`src/rtl/nes_pad_responder.sv`:
```
// Device-side NES pad emulator: oversamples the console latch/clock in the clk domain
// and serves 8 button bits (then fill bits) on the data wire.
module nes_pad_responder #(
    parameter int SYNC_STAGES    = 2,
    parameter int ACTIVE_LOW     = 1,
    parameter int FILL_PRESSED   = 1,
    parameter int TIMEOUT_CYCLES = 2_500_000
) (
    input  logic       clk,
    input  logic       reset,
    input  logic       en,
    input  logic [7:0] btn,
    input  logic       nes_latch,
    input  logic       nes_clk,
    output logic       nes_data,
    output logic [3:0] bit_idx,
    output logic       frame_done,
    output logic       link_lost
);

    localparam int WD_W = $clog2(TIMEOUT_CYCLES + 1);
    localparam logic [WD_W-1:0] WD_MAX = WD_W'(TIMEOUT_CYCLES);
    localparam logic RELEASED = (ACTIVE_LOW != 0) ? 1'b1 : 1'b0;
    localparam logic FILL_BIT = (FILL_PRESSED != 0) ? 1'b1 : 1'b0;

    localparam logic [1:0] S_IDLE    = 2'd0;
    localparam logic [1:0] S_LATCHED = 2'd1;
    localparam logic [1:0] S_SHIFT   = 2'd2;
    localparam logic [1:0] S_DONE    = 2'd3;

    function automatic logic wire_level(input logic pressed);
        return (ACTIVE_LOW != 0) ? ~pressed : pressed;
    endfunction

    logic [SYNC_STAGES-1:0] latch_sync;
    logic [SYNC_STAGES-1:0] clk_sync;
    logic                   latch_prev;
    logic                   clk_prev;
    logic                   latch_s;
    logic                   latch_rise;
    logic                   clk_rise;

    logic [1:0]      state;
    logic [1:0]      state_n;
    logic [7:0]      shreg;
    logic [7:0]      shreg_n;
    logic [3:0]      idx_n;
    logic            done_n;
    logic            data_n;
    logic [WD_W-1:0] watchdog;
    logic [WD_W-1:0] wd_n;

    assign latch_s    = latch_sync[SYNC_STAGES-1];
    assign latch_rise = latch_s & ~latch_prev;
    assign clk_rise   = clk_sync[SYNC_STAGES-1] & ~clk_prev;

    // Synchronizers and edge detectors run regardless of en, so a latch that is
    // already high when en returns does not look like a fresh rise.
    always_ff @(posedge clk or negedge reset) begin
        if (!reset) begin
            latch_sync <= '0;
            clk_sync   <= '0;
            latch_prev <= 1'b0;
            clk_prev   <= 1'b0;
        end else begin
            latch_sync <= {latch_sync[SYNC_STAGES-2:0], nes_latch};
            clk_sync   <= {clk_sync[SYNC_STAGES-2:0], nes_clk};
            latch_prev <= latch_s;
            clk_prev   <= clk_sync[SYNC_STAGES-1];
        end
    end

    always_comb begin
        state_n = state;
        shreg_n = shreg;
        idx_n   = bit_idx;
        done_n  = 1'b0;
        wd_n    = watchdog;
        if (!en) begin
            state_n = S_IDLE;
            idx_n   = 4'd0;
            wd_n    = '0;
        end else begin
            if (latch_rise)
                wd_n = '0;
            else if (watchdog != WD_MAX)
                wd_n = watchdog + 1'b1;

            // Latch rise restarts the frame from any state and swallows a coincident clk edge.
            if (latch_rise) begin
                state_n = S_LATCHED;
                shreg_n = btn;
                idx_n   = 4'd0;
            end else begin
                case (state)
                    S_LATCHED: begin
                        idx_n = 4'd0;
                        if (latch_s)
                            shreg_n = btn;
                        else
                            state_n = S_SHIFT;
                    end
                    S_SHIFT: begin
                        if (clk_rise && !latch_s) begin
                            shreg_n = {FILL_BIT, shreg[7:1]};
                            idx_n   = bit_idx + 4'd1;
                            if (bit_idx == 4'd7) begin
                                state_n = S_DONE;
                                done_n  = 1'b1;
                            end
                        end
                    end
                    default: ;
                endcase
            end
        end

        case (state_n)
            S_IDLE:  data_n = RELEASED;
            S_DONE:  data_n = wire_level(FILL_BIT);
            default: data_n = wire_level(shreg_n[0]);
        endcase
    end

    always_ff @(posedge clk or negedge reset) begin
        if (!reset) begin
            state      <= S_IDLE;
            shreg      <= 8'h00;
            bit_idx    <= 4'd0;
            frame_done <= 1'b0;
            watchdog   <= '0;
            link_lost  <= 1'b0;
            nes_data   <= RELEASED;
        end else begin
            state      <= state_n;
            shreg      <= shreg_n;
            bit_idx    <= idx_n;
            frame_done <= done_n;
            watchdog   <= wd_n;
            link_lost  <= (wd_n == WD_MAX);
            nes_data   <= data_n;
        end
    end

endmodule

```
`config.mk`:
```
export PLATFORM = sky130hd
export DESIGN_NAME = nes_pad_responder
export DESIGN_NICKNAME = d
export VERILOG_FILES = /design/src/rtl/nes_pad_responder.sv
export SDC_FILE = /design/constraint.sdc
export NUM_CORES = 1
export LEC_CHECK = 0
export CAP_MARGIN = 5
export CORE_MARGIN = 2
export CORE_UTILIZATION = 35
export CTS_BUF_LIST = sky130_fd_sc_hd__clkbuf_16
export CTS_CLUSTER_DIAMETER = 30
export CTS_CLUSTER_SIZE = 28
export DETAILED_ROUTE_END_ITERATION = 6
export SLEW_MARGIN = 20
export SYNTH_ARGS = -nofsm -noshare
export SYNTH_HDL_FRONTEND = slang
export SYNTH_SLANG_ARGS = --single-unit
```
`constraint.sdc`:
```
create_clock -name clk -period 5 [get_ports clk]
set_input_delay 0.5 -clock clk [delete_from_list [all_inputs] [get_ports clk]]
set_output_delay 0.5 -clock clk [all_outputs]
set_load 0.01 [all_outputs]
```
==> impl_metrics.toml <==
[clock_network]
path_clk_slew_ns = 0.06
post-cts-setup-buffers = 0
cts.sinks = 45
cts-hold-fix-buffers = 0
clock_path_buffers = 2
htreeDepth = 2
ctsRootBufferMaster = "clkbuf_16"
cts_tree = "done"
insertion_delay_ns = 0.28
cts_resized = 0
cts_buffers = 5

[sta]
finalMaxSlewViolations = 0
finalSetupTns_ns = 0
max_freq_mhz = 392
period_share = 0.510
rsz0062_at_grt = "false"
relSlewSlack = 0.501
clock_skew_ns = 0.00369
min_period_ns = 2.55
setup_viol = 0
timing_hold_violations_final = 0
worstMarginPinSlew_ns = 0.742

[drt]
highest-signal-layer = "met4"
via_count = 2049
dr_wl_met3_um = 198
m1WireLength_um = 2620
drtAntennaViolNets = 0
finalWirelength_um = 5360
viasPerCell = 5.16
wl_per_cell_um = 13.5
drc = 0
dr.pass1.iters = 4
route.met2.wl_um = 2490
drt_iter0_markers = 147

[grt]
grt_pass1_wl_um = 9470
antenna_found_initial = 0
grt_pass1_vias = 2050
track_usage = 0.140
grt_overflow = 0
grt_max_degree = 46

[placed_design]
portBuffers = 19
hpwl_um = 3770
postPlaceCellArea_um2 = 2810
gp_congestion = 0.836

[critical_path]
cp_max_fo = 10
setup.worst_path.end_class = "register"
crit_family = "simple AND/OR/NAND/NOR gates"
crit_type = "reg2reg"
critical_path_buf_inv_count = 0
cp_slowest_cell = "dfrtp_1"
slowest_delay_ns = 0.54
start_kind = "register"
crit_path_cell_trace = "nand4_4 > or2_4 > o31a_1 > or4_1 > a2111oi_0 > and4_1"
cp.required_ns = 5.22
arrival_ns = 2.77

[cells_and_area]
finalInstanceArea_um2 = 2980
nNetsFinal = 317
final-seq-area_um2 = 1130
layout_common_cells = "44 x dfrtp_1, 32 x nor2_1, 23 x nand2_1"
syn2layout_area_growth_pct = 15.9
antenna-diode-count = 0
multi_input_area_um2 = 1310
drive_gt1_frac = 0.0604
layout_commonest_cell = "dfrtp_1"
nFillCells = 722

[power]
p_seq_frac = 0.466
ir_worst_vdd_mv = 0.155
finalPower_uw = 832
internal_power_uw = 643
swShare = 0.227
power_per_cell_area_nw_per_um2 = 279
combinationalPowerShare = 0.085
power.switching_uw = 189
p_clk_frac = 0.449
power.leakage_nw = 1.20

[floorplanning]
die_w_um = 89.8
die_y_um = 89.8
initial_core_util = 0.359
row_count = 31
pin_count = 20
die_area_um2 = 8060
core_area_um2 = 7180

[yosys]
synth-seq-cells = 45
yosys-top-cells-area = "dfrtp_1 43%, nor2_1 4.7%, o21ai_0 4.1%"
ys_seq_area_frac = 0.438
yosysWarnings = 0
syn_area_um2 = 2570
yosysTopAreaCellShare = 0.428
yosysUniqueCellTypes = 53
synth_top_area_cell = "dfrtp_1"
async_flop_share = 1.00
synthFlopType = "dfrtp_1"
synthCells = 289
syn-num-nets = 309
synth.avg_cell_area_um2 = 8.91
synth_edf_count = 0

[job]
drv_cap = 0

[outcome]
outcome = "finished, final reports clean"

[worst_hold_path]
holdCritPathClass = "in2async"
[cells in the mapped netlist, types with 2 or more instances]
cell type,number
xor2_1,10
clkbuf_1,12
nor3_1,5
o21ai_0,21
clkbuf_2,2
nand2_1,23
ha_1,7
buf_1,2
nor2_1,32
nand3b_1,2
a22oi_1,7
or4_1,5
a21oi_1,14
xnor2_1,9
and2_1,6
mux2i_1,2
inv_1,15
nand4_1,9
a31oi_1,3
or3_1,2
nor4_1,3
and3_1,5
and4_1,3
buf_2,3
nand3_1,16
dfrtp_1,44
[cell type report]
cell class                 instances  share of cell area
tap                               99              0.0415
clock inverter                     3              0.0143
multi-input combinational        210               0.440
sequential                        45               0.378
timing repair buffer              20              0.0654
inverter                          15              0.0189
clock buffer                       5              0.0419
[power groups by stage]
| stage | Combinational (mW) | Clock (mW) | Sequential (mW) |
|---|---|---|---|
| 2_1_floorplan | 0.0414 | 0 | 0.393 |
| 3_3_place_gp | 0.0708 | 0 | 0.394 |
| 3_5_place_dp | 0.0713 | 0 | 0.394 |
| 4_1_cts | 0.0717 | 0.381 | 0.388 |
| 5_1_grt | 0.0809 | 0.400 | 0.390 |
| 6_report | 0.0710 | 0.373 | 0.388 |
[stage by stage]
| stage | std cells | hold slack [ns] | util | worst slack, ns |
|---|---|---|---|---|
| floorplan | 289 | 0.204 | - | 2.69 |
| global placement | 389 | 0.332 | 0.392 | 2.53 |
| detailed placement | 389 | 0.336 | 0.392 | 2.49 |
| CTS | 397 | 0.351 | 0.415 | 2.46 |
| global route | 397 | 0.265 | 0.416 | 2.22 |
| finish | 397 | 0.204 | 0.416 | 2.45 |
[metal layers]
layer | GRT usage | vias to the layer above
met4 | 0.0410 | 0
met1 | 0.186 | 967
met2 | 0.232 | 44
li1 | - | 1031
met3 | 0.0302 | 7
met5 | 0 | -
[flip-flops by register name, indices dropped and copies added, names as in the netlist]
register    cells
latch_sync      2
frame_done      1
bit_idx         4
nes_data        1
state           2
clk_sync        2
clk_prev        1
latch_prev      1
watchdog       22
link_lost       1
shreg           8
[final timing paths]
kind / start / slack, ns / cells after the start / to
setup / recovery: watchdog[6]$_DFF_PN0_ / 2.45 / 6 / link_lost$_DFF_PN0_
hold / removal: reset / 0.20 / 1 / watchdog[20]$_DFF_PN0_
setup reg to reg: watchdog[6]$_DFF_PN0_ / 2.45 / 6 / link_lost$_DFF_PN0_
hold reg to reg: clk_sync[0]$_DFF_PN0_ / 0.35 / 0 / clk_sync[1]$_DFF_PN0_
max in group asynchronous: reset / 4.41 / 1 / watchdog[4]$_DFF_PN0_
min in group clk: clk_sync[0]$_DFF_PN0_ / 0.35 / 0 / clk_sync[1]$_DFF_PN0_
[cells by family after synthesis]
logic type | count (synthesis) | share of synthesized area
AND/OR/NAND/NOR | 122 | 0.259
AO/OA/AOI/OAI | 59 | 0.140
flip-flops | 45 | 0.438
buffers and inverters | 34 | 0.0520
XOR/XNOR | 19 | 0.0647
adder cells (fa/ha/maj) | 7 | 0.0340
multiplexers | 3 | 0.0122
No activity file was read; power rests on OpenSTA's default activity.
